## src/rtl/div_pkg.sv

```systemverilog
// Shared constants and encodings for the iterative divider (op codes, FSM states, width).
package div_pkg;
  localparam int WIDTH = 32;
  localparam int CNT_W = 6;

  typedef enum logic [1:0] {
    DIV_OP_DIV  = 2'b00,
    DIV_OP_DIVU = 2'b01,
    DIV_OP_REM  = 2'b10,
    DIV_OP_REMU = 2'b11
  } div_op_e;

  typedef enum logic [1:0] {
    S_IDLE = 2'b00,
    S_CALC = 2'b01,
    S_FIX  = 2'b10,
    S_DONE = 2'b11
  } div_state_e;
endpackage

```

## src/rtl/div_step.sv

```systemverilog
// One combinational restoring-division iteration: shift {r,q} left, subtract divisor if it fits.
// Zero latency; no flow control.
module div_step
  import div_pkg::*;
#(
  parameter int STEP_W = WIDTH
) (
  input  logic [STEP_W:0]   r,
  input  logic [STEP_W-1:0] q,
  input  logic [STEP_W-1:0] divisor,
  output logic [STEP_W:0]   r_next,
  output logic [STEP_W-1:0] q_next
);
  logic [STEP_W:0] r_sh;
  logic [STEP_W:0] diff;
  logic            ge;

  always_comb begin
    r_sh   = {r[STEP_W-1:0], q[STEP_W-1]};
    diff   = r_sh - {1'b0, divisor};
    ge     = (r_sh >= {1'b0, divisor});
    r_next = ge ? diff : r_sh;
    q_next = {q[STEP_W-2:0], ge};
  end
endmodule

```

## src/rtl/div_iter.sv

```systemverilog
// RV32M DIV/DIVU/REM/REMU iterative divider: 34 busy cycles, done 33 clocks after start; start ignored while busy.
// DIV_EARLY_OUT_EN skips the iterations for divide-by-zero and |dividend| < |divisor|.
module div_iter
  import div_pkg::*;
(
  input  logic             clk,
  input  logic             rst,
  input  logic             start,
  input  logic [1:0]       op,
  input  logic [WIDTH-1:0] dividend,
  input  logic [WIDTH-1:0] divisor,
  output logic             busy,
  output logic             done,
  output logic [WIDTH-1:0] result
);
  div_state_e       state_q, state_d;
  logic [CNT_W-1:0] cnt_q, cnt_d;
  logic [WIDTH:0]   r_q, r_d;
  logic [WIDTH-1:0] q_q, q_d;
  logic [WIDTH-1:0] dvs_q, dvs_d;
  logic [WIDTH-1:0] result_q, result_d;
  logic             op_rem_q, op_rem_d;
  logic             neg_quo_q, neg_quo_d;
  logic             neg_rem_q, neg_rem_d;

  logic             is_signed;
  logic             neg_dvd, neg_dvs;
  logic [WIDTH-1:0] abs_dvd, abs_dvs;
  logic [WIDTH:0]   step_r;
  logic [WIDTH-1:0] step_q;

  div_step #(.STEP_W(WIDTH)) u_step (
    .r       (r_q),
    .q       (q_q),
    .divisor (dvs_q),
    .r_next  (step_r),
    .q_next  (step_q)
  );

  always_comb begin
    is_signed = ~op[0];
    neg_dvd   = is_signed & dividend[WIDTH-1];
    neg_dvs   = is_signed & divisor[WIDTH-1];
    abs_dvd   = neg_dvd ? -dividend : dividend;
    abs_dvs   = neg_dvs ? -divisor : divisor;
  end

  always_comb begin
    state_d   = state_q;
    cnt_d     = cnt_q;
    r_d       = r_q;
    q_d       = q_q;
    dvs_d     = dvs_q;
    result_d  = result_q;
    op_rem_d  = op_rem_q;
    neg_quo_d = neg_quo_q;
    neg_rem_d = neg_rem_q;
    unique case (state_q)
      S_IDLE: begin
        if (start) begin
          op_rem_d  = op[1];
          neg_quo_d = (neg_dvd ^ neg_dvs) & (divisor != '0);
          neg_rem_d = neg_dvd;
          dvs_d     = abs_dvs;
          cnt_d     = '0;
          r_d       = '0;
          q_d       = abs_dvd;
          state_d   = S_CALC;
`ifdef DIV_EARLY_OUT_EN
          // Preload the values the full iteration would converge to.
          if (divisor == '0) begin
            q_d     = '1;
            r_d     = {1'b0, abs_dvd};
            state_d = S_FIX;
          end else if (abs_dvd < abs_dvs) begin
            q_d     = '0;
            r_d     = {1'b0, abs_dvd};
            state_d = S_FIX;
          end
`endif
        end
      end
      S_CALC: begin
        r_d   = step_r;
        q_d   = step_q;
        cnt_d = cnt_q + 1'b1;
        if (cnt_q == CNT_W'(WIDTH - 1)) state_d = S_FIX;
      end
      S_FIX: begin
        if (op_rem_q) result_d = neg_rem_q ? -r_q[WIDTH-1:0] : r_q[WIDTH-1:0];
        else          result_d = neg_quo_q ? -q_q : q_q;
        state_d = S_DONE;
      end
      S_DONE: state_d = S_IDLE;
      default: state_d = S_IDLE;
    endcase
  end

  always_ff @(posedge clk) begin
    if (rst) begin
      state_q   <= S_IDLE;
      cnt_q     <= '0;
      r_q       <= '0;
      q_q       <= '0;
      dvs_q     <= '0;
      result_q  <= '0;
      op_rem_q  <= 1'b0;
      neg_quo_q <= 1'b0;
      neg_rem_q <= 1'b0;
    end else begin
      state_q   <= state_d;
      cnt_q     <= cnt_d;
      r_q       <= r_d;
      q_q       <= q_d;
      dvs_q     <= dvs_d;
      result_q  <= result_d;
      op_rem_q  <= op_rem_d;
      neg_quo_q <= neg_quo_d;
      neg_rem_q <= neg_rem_d;
    end
  end

  assign busy   = (state_q != S_IDLE);
  assign done   = (state_q == S_DONE);
  assign result = result_q;
endmodule

```

## config.mk

```make
export PLATFORM = sky130hd
export DESIGN_NAME = div_iter
export DESIGN_NICKNAME = d
export VERILOG_FILES = /design/src/rtl/div_pkg.sv /design/src/rtl/div_step.sv /design/src/rtl/div_iter.sv
export SDC_FILE = /design/constraint.sdc
export NUM_CORES = 1
export LEC_CHECK = 0
export CAP_MARGIN = 20
export CORE_UTILIZATION = 56
export CTS_CLUSTER_SIZE = 10
export DETAILED_ROUTE_END_ITERATION = 10
export DONT_BUFFER_PORTS = 1
export HOLD_SLACK_MARGIN = 0.02
export PLACE_DENSITY_LB_ADDON = 0.08
export SLEW_MARGIN = 20
export SYNTH_ARGS = -nofsm -noshare
export SYNTH_HDL_FRONTEND = slang
export SYNTH_HIERARCHICAL = 1
export SYNTH_SLANG_ARGS = --single-unit
```

## constraint.sdc

```tcl
create_clock -name clk -period 2.7 [get_ports clk]
set_input_delay 0.27 -clock clk [delete_from_list [all_inputs] [get_ports clk]]
set_output_delay 0.27 -clock clk [all_outputs]
set_load 0.005 [all_outputs]
```

==> results of run 1 <==
[placed cells by master, fill, tap and decap left out, drive strengths merged, types with 16 or more instances in the layout]
master and count:
inv 62, nor3 40, o41ai 23, nand4 19
nand3 28, a22oi 36, a21o 18, buf 176
clkbuf 22, a211oi 32, a31oi 16, a21oi 120
or4 19, nand2 112, nor2 140, o31ai 32
dlygate4sd3 67, ha 41, mux2i 20, o21ai 84
dfxtp 139, xor2 72, or3 16, nor4 27
xnor2 44, nand2b 20
[final cells by class]
cell class                 instances  area, µm²
tap                              265        332
clock inverter                     9        138
clock buffer                      22        484
sequential                       139       2800
fill                            1528       5380
multi-input combinational       1127       8010
inverter                          63        236
timing repair buffer             243       2080
[state kept, by name, summed over array words and instances (netlist names)]
register,cells
cnt_q,6
op_rem_q,1
neg_rem_q,1
dvs_q,32
r_q,32
result,32
q_q,32
neg_quo_q,1
state_q,2
[stage by stage]
stage | util [%] | hold WS [ns] | cell area (µm²) | cells
after floorplan | - | 0.406 | 11100 | 1460
after CTS | 69.1 | -0.0884 | 13400 | 1849
after detailed placement | 61.6 | 0.351 | 12000 | 1746
after global placement | 61.6 | 0.356 | 12000 | 1746
final | 72.4 | -0.0410 | 14100 | 1868
after global routing | 72.4 | -0.0969 | 14100 | 1868
[report_power, final]
group          total (mW)  internal [mW]  switching [mW]
combinational        7.03           3.08            3.95
sequential           3.08           2.54           0.539
clock                2.50           1.55           0.946
total                12.6           7.17            5.44
[layer usage]
layer | vias up | global-route usage [%] | wire [µm]
met5 | - | 0 | 0
met4 | 0 | 11.1 | 749
met3 | 59 | 7.38 | 3140
met2 | 537 | 51.6 | 16400
met1 | 5635 | 50.1 | 16600
li1 | 5611 | - | -
[worst min path at each step]
| stage | cells past startpoint | to | from |
|---|---|---|---|
| floorplan | 2 | dvs_q[0] | divisor[0] |
| global placement | 1 | state_q[1] | rst |
| detailed placement | 1 | state_q[1] | rst |
| CTS | 1 | r_q[24] | rst |
| global route | 1 | r_q[15] | rst |
| finish | 1 | r_q[24] | rst |
[critical path, cell delays in order (launching register included)]
cell and delay, ns:
dfxtp_2 0.33, inv_2 0.04, ha_4 0.15, fa_2 0.34, and2b_2 0.25, o21bai_4 0.07
a211oi_2 0.22, o31ai_2 0.13, a21oi_2 0.24, a21oi_2 0.11, o31ai_2 0.23, xnor2_1 0.09
mux2_4 0.26, a22oi_2 0.14, nor2_1 0.05
[timing repair]
action | in CTS | in global routing
cloned | 0 | 0
setup endpoints to repair | 29 | 59
pin swaps | 12 | 49
buffers inserted | 5 | 21
gates resized for setup | 22 | 118
endpoints found under the hold margin | 101 | 34
==> impl_metrics.json, run 1 <==
{
  "outcome": "finished, violations left",
  "violations": "hold timing, setup timing",
  "first_pass_iters": 7,
  "gp_congestion": 0.942,
  "reg2regPathDepth": 14,
  "grt_max_degree": 112,
  "clock_sinks": 139,
  "crit_fanout": 3,
  "setup.worst_path.end": "r_q[28]",
  "grt_pass1_wl_um": 55700,
  "cts_tree": "built",
  "syn_inst": 1460,
  "holdWs_ns": -0.0410,
  "dp_hpwl_um": 25200,
  "viasPerCell": 6.34,
  "cp-end-kind": "flip-flop",
  "netlist_area_um2": 11100,
  "report.power.total_mw": 12.6,
  "slew-limit-headroom_pct": 35.1,
  "powerDensity_nw_per_um2": 895,
  "die-area_um2": 20400,
  "mappedNetlistNets": 1571,
  "worstPathRequired_ns": 3.02,
  "finClkSkew_ns": 0.0100,
  "ctsHtreeMaxLevel": 4,
  "drv_cap": 0,
  "postRouteAntennaNets": 0,
  "drv_slew": 0,
  "syn2layout_area_growth_pct": 26.6,
  "hp-class": "in2reg",
  "p_leak_nw": 5.78,
  "regToRegSetupSlack_ns": -0.07,
  "antenna_cells": 0,
  "timing.final.crit_share_pct": 102,
  "crit_arrival_ns": 3.08,
  "crit_type": "reg2reg",
  "drtIter0Drc": 1052,
  "max_freq_ghz": 0.361,
  "fin_nets": 1702,
  "dp_slack_ns": -0.160,
  "die_y_um": 143,
  "finalCriticalPeriod_ns": 2.77,
  "setup_viol": 3,
  "grt_pass1_vias": 10500,
  "num_rows": 51,
  "tightest_slew_ns": 0.973,
  "grt_setup_unrepaired": "yes",
  "vias": 11800,
  "regToRegStartpoint": "q_q[31]",
  "cts_buffers": 17,
  "tns_ns": -0.0727,
  "core-area_um2": 19500,
  "hold_buffers": 67,
  "ioPinCount": 103,
  "cts-root-buf": "clkbuf_16",
  "peakVddDrop_mv": 1.23,
  "insertion_delay_ns": 0.43,
  "crit_start": "q_q[31]",
  "drt_wl_total_um": 36900,
  "port_buffers": 0,
  "grt_antenna_before_repair": 0,
  "finalHoldViolations": 12,
  "clockBufferDepth": 2,
  "syn_avg_cell_area_um2": 7.62,
  "start_kind": "flip-flop",
  "initial_utilization_pct": 57.2,
  "worst_slack_ns": -0.0664,
  "timing.rr.end": "r_q[28]",
  "drc": 0,
  "grt_overflow_total": 0,
  "grt_usage_pct": 34.9,
  "die_w_um": 143,
  "yosysWarnings": 6,
  "drive_gt1_share_pct": 22.5,
  "wl_per_cell_um": 19.8,
  "clkTransAtPathRegs_ns": 0.06
}
Note: power is estimated with default switching activity, not from simulation.
==> run 2: changes to the inputs <==
REMOVE_ABC_BUFFERS = 1   (was unset)
==> run 2 against run 1 <==
The run ends with setup timing left. Critical path type unchanged. Final area down 0.91%. Setup slack worse by 0.026 ns. Sequential share of layout area up 0.16 points. Final cell count down 0.21%. Worst hold slack better by 0.072 ns. Clock-buffer cell count up 1. Routed wire length down 5.7%. Global-route usage down 1.5 points. Critical endpoint is now r_q[3]. Core utilization down 0.66 points. Via count down 1.8%.
==> impl_metrics.json, run 2 (synthesis gave the netlist of run 1 again) <==
{
  "regToRegSetupSlack_ns": -0.09,
  "cp-end-kind": "flip-flop",
  "port_buffers": 0,
  "fin_nets": 1697,
  "violations": "setup timing",
  "clock_sinks": 139,
  "p_int_mw": 6.79,
  "wl_per_cell_um": 18.7,
  "cts_buffers": 17,
  "grt_antenna_before_repair": 1,
  "p_leak_nw": 5.72,
  "final_cell_mix": "160 x buf_4, 126 x dfxtp_1, 118 x nor2_1",
  "crit_arrival_ns": 3.10,
  "peakVddDrop_mv": 1.24,
  "finalHoldViolations": 0,
  "reg2regPathDepth": 13,
  "grt_setup_unrepaired": "yes",
  "grt_pass1_wl_um": 53700,
  "viasPerCell": 6.24,
  "ioPinCount": 103,
  "grt_overflow_total": 0,
  "initial_utilization_pct": 57.2,
  "outcome": "finished, violations left",
  "first_pass_iters": 7,
  "max_freq_ghz": 0.358,
  "hold_path_depth": 3,
  "drive_gt1_share_pct": 21.7,
  "report.power.total_mw": 12.0,
  "clkTransAtPathRegs_ns": 0.06,
  "finalCriticalPeriod_ns": 2.79,
  "die_y_um": 143,
  "hold_end": "result[28]",
  "drt_wl_total_um": 34800,
  "hp-class": "in2reg",
  "syn2layout_area_growth_pct": 25.4,
  "core-area_um2": 19500,
  "dp_slack_ns": -0.213,
  "cts_tree": "built",
  "vias": 11600,
  "postRouteAntennaNets": 0,
  "clockBufferDepth": 2,
  "worst_slack_ns": -0.0920,
  "finClkSkew_ns": 0.00803,
  "finish.utilization_pct": 71.7,
  "p_sw_mw": 5.23,
  "die_w_um": 143,
  "timing.final.crit_share_pct": 103,
  "insertion_delay_ns": 0.42,
  "crit_type": "reg2reg",
  "die-area_um2": 20400,
  "drc": 0,
  "timing.rr.end": "r_q[3]",
  "power_frac_comb_pct": 56.1,
  "grt_pass1_vias": 10600,
  "ctsHtreeMaxLevel": 4,
  "drv_cap": 0,
  "fill_cells": 1626,
  "tightest_slew_ns": 1.02,
  "grt_max_degree": 112,
  "regToRegStartpoint": "dvs_q[19]",
  "num_rows": 51,
  "drv_slew": 0,
  "worst_hold_startpoint": "rst",
  "cts-root-buf": "clkbuf_16",
  "gp_congestion": 0.983,
  "grt_usage_pct": 33.4,
  "setup_viol": 17,
  "slew-limit-headroom_pct": 31.9,
  "dp_hpwl_um": 24000,
  "p_seq_share_pct": 25.5,
  "start_kind": "flip-flop",
  "p_sw_share_pct": 43.5,
  "crit_fanout": 5,
  "powerDensity_nw_per_um2": 862,
  "clockPowerShare_pct": 18.4,
  "holdWs_ns": 0.0312,
  "worstPathRequired_ns": 3.01,
  "drtIter0Drc": 1015,
  "final_common_cell": "buf_4"
}
## run 2: cell types whose count changed in the layout (fill, tap and decap cells not counted), moves of 7 or more
cell,previous run,this run
a22oi_2,9,1
inv_1,52,60
nor2_1,128,118
nor2_2,5,12
inv_2,10,2
a22oi_1,27,35
## run 2: per-stage QoR
stage	std cells	instance area, µm²	TNS, ns
global placement	1751	12000	-0.363
detailed placement	1751	12000	-2.22
CTS	1854	13500	-0.0101
floorplan	1329	10500	-90.87
finish	1864	14000	-0.604
global route	1863	14000	-5.10
## run 2: cell type report
type                       instances  area, µm²  area share, %
antenna                            1       2.50         0.0179
tap                              265        332           2.38
clock inverter                     8       70.1          0.502
timing repair buffer             238       2070           14.8
clock buffer                      23        468           3.35
multi-input combinational       1127       7980           57.2
inverter                          63        236           1.69
sequential                       139       2800           20.1
## run 2: repair_timing
action                                  in CTS  in global routing
hold buffers                                64                  1
cloned                                       1                  1
buffers inserted                             8                  8
hold endpoints to repair                   100                 36
endpoints found under the setup margin      30                 47
gates resized for setup                     49                 87
pin swaps                                   27                 39
## run 2: worst max-delay path by stage
stage / slack, ns / end / startpoint / depth (start not counted)
finish: -0.09 / r_q[3] / dvs_q[19] / 13
global placement: -0.10 / r_q[30] / q_q[31] / 15
CTS: -0.006 / r_q[7] / dvs_q[16] / 13
detailed placement: -0.21 / r_q[30] / q_q[31] / 15
floorplan: -1.83 / q_q[14] / state_q[0] / 7
global route: -0.24 / r_q[30] / dvs_q[12] / 14
## run 2: metal layers
metal  global-route usage, %  vias to the layer above  part of all wire, %
li1                        -                     5592                    -
met1                    43.1                     5598                   43
met2                    54.2                      381                   47
met3                    7.38                       59                  6.8
met4                    12.7                        0                  2.8
met5                       0                        -                    0
## run 2: power groups by stage
stage | registers [mW] | clock network, mW | logic, mW
3_3_place_gp | 3.07 | 0 | 5.63
3_5_place_dp | 3.08 | 0 | 5.70
2_1_floorplan | 2.96 | 0 | 3.76
4_1_cts | 3.04 | 2.22 | 6.28
6_report | 3.06 | 2.21 | 6.75
5_1_grt | 3.13 | 2.31 | 7.35
## run 2: critical path, stage by stage (launching register included)
cell and delay (ns):
dfxtp_1 0.33, inv_1 0.04, ha_1 0.31, buf_4 0.12, and2_1 0.17, a21boi_1 0.10
o21a_1 0.19, o21ai_2 0.21, a211oi_4 0.11, o21ai_4 0.33, clkbuf_16 0.21, mux2_2 0.35
a22oi_2 0.16, nor2_1 0.05
==> run 3: changes to the inputs <==
BUFFER_PORTS_ARGS = -buffer_cell sky130_fd_sc_hd__buf_2   (was unset)
CORE_UTILIZATION = 55   (was 56)
DONT_BUFFER_PORTS = unset   (was 1)
==> run 3 against run 2 <==
The run still ends with setup timing left. Power grew 0.69%. Combinational power shrank 1%. Critical path depth grew 1. Final cell count increased by 2.7%. Routed wire length down 1.6%. Largest cell class unchanged. Non-clock buffer count rose by 51. Via count increased by 0.79%. First-iteration DRC count down 3.5%. Clock-buffer cell count shrank 4. Sequential cell count did not move. Clock power rose by 9.5%. Highest routed layer unchanged. Clock skew rose by 0.0023 ns. Critical endpoint is now r_q[28].
==> impl_metrics.json, run 3 (synthesis gave the netlist of run 1 again) <==
{
  "outcome": "finished, violations left",
  "violations": "setup timing",
  "num_rows": 51,
  "clockBufferDepth": 2,
  "grt_overflow_total": 0,
  "clkTransAtPathRegs_ns": 0.06,
  "slew-limit-headroom_pct": 43.8,
  "grt_setup_unrepaired": "yes",
  "ioPinCount": 103,
  "p_int_mw": 6.78,
  "power_frac_comb_pct": 55.0,
  "start_kind": "flip-flop",
  "timing.final.crit_share_pct": 105,
  "finalHoldViolations": 0,
  "cts_buffers": 17,
  "gp_congestion": 0.978,
  "core-area_um2": 19700,
  "drv_cap": 0,
  "dpl-instance-area_um2": 12600,
  "cts-root-buf": "clkbuf_16",
  "p_sw_share_pct": 44.0,
  "insertion_delay_ns": 0.42,
  "fin_nets": 1748,
  "crit_fanout": 3,
  "dpl.cell_count": 1865,
  "dp_hpwl_um": 24400,
  "worstPathRequired_ns": 2.99,
  "viasPerCell": 6.12,
  "final_cell_mix": "178 x buf_4, 130 x nor2_1, 129 x dfxtp_1",
  "worst_slack_ns": -0.131,
  "syn2layout_area_growth_pct": 24.4,
  "clock_sinks": 139,
  "vias": 11700,
  "grt_pass1_vias": 10500,
  "die_w_um": 144,
  "grt_pass1_wl_um": 52800,
  "drt_wl_total_um": 34300,
  "hp-class": "in2reg",
  "die_y_um": 144,
  "finalCriticalPeriod_ns": 2.83,
  "drc": 0,
  "fin_cells": 1915,
  "max_freq_ghz": 0.353,
  "final_common_cell": "buf_4",
  "drv_slew": 0,
  "crit_arrival_ns": 3.12,
  "powerDensity_nw_per_um2": 874,
  "wl_per_cell_um": 17.9,
  "tightest_slew_ns": 0.842,
  "p_leak_nw": 5.82,
  "first_pass_iters": 6,
  "clockPowerShare_pct": 20.0,
  "setup_viol": 9,
  "drive_gt1_share_pct": 27.2,
  "postRouteAntennaNets": 0,
  "finClkSkew_ns": 0.0103,
  "initial_utilization_pct": 56.6,
  "port_buffers": 102,
  "grt_usage_pct": 32.2,
  "antenna_cells": 0,
  "drtIter0Drc": 979,
  "cts_tree": "built",
  "p_seq_share_pct": 25.0,
  "ctsHtreeMaxLevel": 4,
  "die-area_um2": 20800,
  "grt_max_degree": 69,
  "grt_antenna_before_repair": 0,
  "peakVddDrop_mv": 1.06,
  "p_sw_mw": 5.32,
  "finish.instance_area_um2": 13800,
  "cp-end-kind": "flip-flop",
  "crit_type": "reg2reg"
}
run 3: cell count changes in the layout (fill, tap and decap cells not counted), moves of 4 or more:
cell	before	now
buf_2	0	101
dlygate4sd3_1	64	0
buf_4	160	178
nor2_1	118	130
nor2_4	10	2
inv_1	60	55
inv_2	2	7
buf_6	7	3
clkinv_2	5	1
clkinv_4	0	4
nor2_2	12	8
run 3: area by class of cell:
| type | count | area, µm² |
|---|---|---|
| well taps | 265 | 332 |
| multi-input cells | 1127 | 7860 |
| repair buffers | 289 | 2020 |
| flip-flops and latches | 139 | 2800 |
| fillers | 1674 | 5810 |
| clock inverters | 13 | 169 |
| clock buffers | 19 | 433 |
| inverters | 63 | 236 |
run 3: power by group through the flow:
| stage | combinational (mW) | clock (mW) | sequential, mW |
|---|---|---|---|
| after floorplan | 3.76 | 0 | 2.96 |
| after global placement | 5.93 | 0 | 3.02 |
| after detailed placement | 6.01 | 0 | 3.03 |
| after CTS | 6.21 | 2.44 | 3.00 |
| after global routing | 7.24 | 2.55 | 3.08 |
| final | 6.65 | 2.42 | 3.03 |
run 3: final timing paths:
| path | start | end | slack (ns) | depth (start not counted) |
|---|---|---|---|---|
| setup / recovery | q_q[31] | r_q[28] | -0.13 | 14 |
| setup reg to reg | q_q[31] | r_q[28] | -0.13 | 14 |
| hold reg to reg | dvs_q[8] | dvs_q[8] | 0.45 | 2 |
| hold / removal | op[1] | op_rem_q | 0.11 | 3 |
run 3: metal layers:
metal	GRT usage (%)	routed length, µm	up-vias
li1	-	-	5699
met1	42.8	15300	5545
met2	52.9	16000	414
met3	4.64	1980	64
met4	11.2	954	0
met5	0	0	-
run 3: metrics by stage:
| step | power, mW | TNS (ns) | setup slack [ns] | utilization [%] | hold slack, ns |
|---|---|---|---|---|---|
| 2_1_floorplan | 6.72 | -90.87 | -1.83 | - | 0.339 |
| 3_3_place_gp | 8.95 | -0.821 | -0.154 | 64.2 | 0.441 |
| 3_5_place_dp | 9.04 | -2.37 | -0.204 | 64.2 | 0.445 |
| 4_1_cts | 11.7 | -0.0775 | -0.0775 | 68.2 | 0.0983 |
| 5_1_grt | 12.9 | -3.28 | -0.291 | 70.4 | 0.112 |
| 6_report | 12.1 | -0.484 | -0.131 | 70.4 | 0.108 |
run 3: what timing repair did:
| action | in CTS | in global routing |
|---|---|---|
| pin swaps | 20 | 43 |
| hold buffers | 0 | 0 |
| cloned | 0 | 2 |
| setup buffers | 6 | 11 |
| resized for setup | 32 | 69 |
| setup endpoints to repair | 31 | 40 |
run 3: critical path: stages (launching register included):
cell	delay, ns
dfxtp_2	0.33
inv_2	0.04
ha_4	0.15
fa_2	0.34
and2b_2	0.25
o21bai_4	0.09
a211oi_2	0.26
o31ai_2	0.12
a21oi_2	0.22
a21oi_2	0.11
o31ai_2	0.26
xnor2_1	0.10
mux2_4	0.26
a22oi_2	0.11
nor2_1	0.05
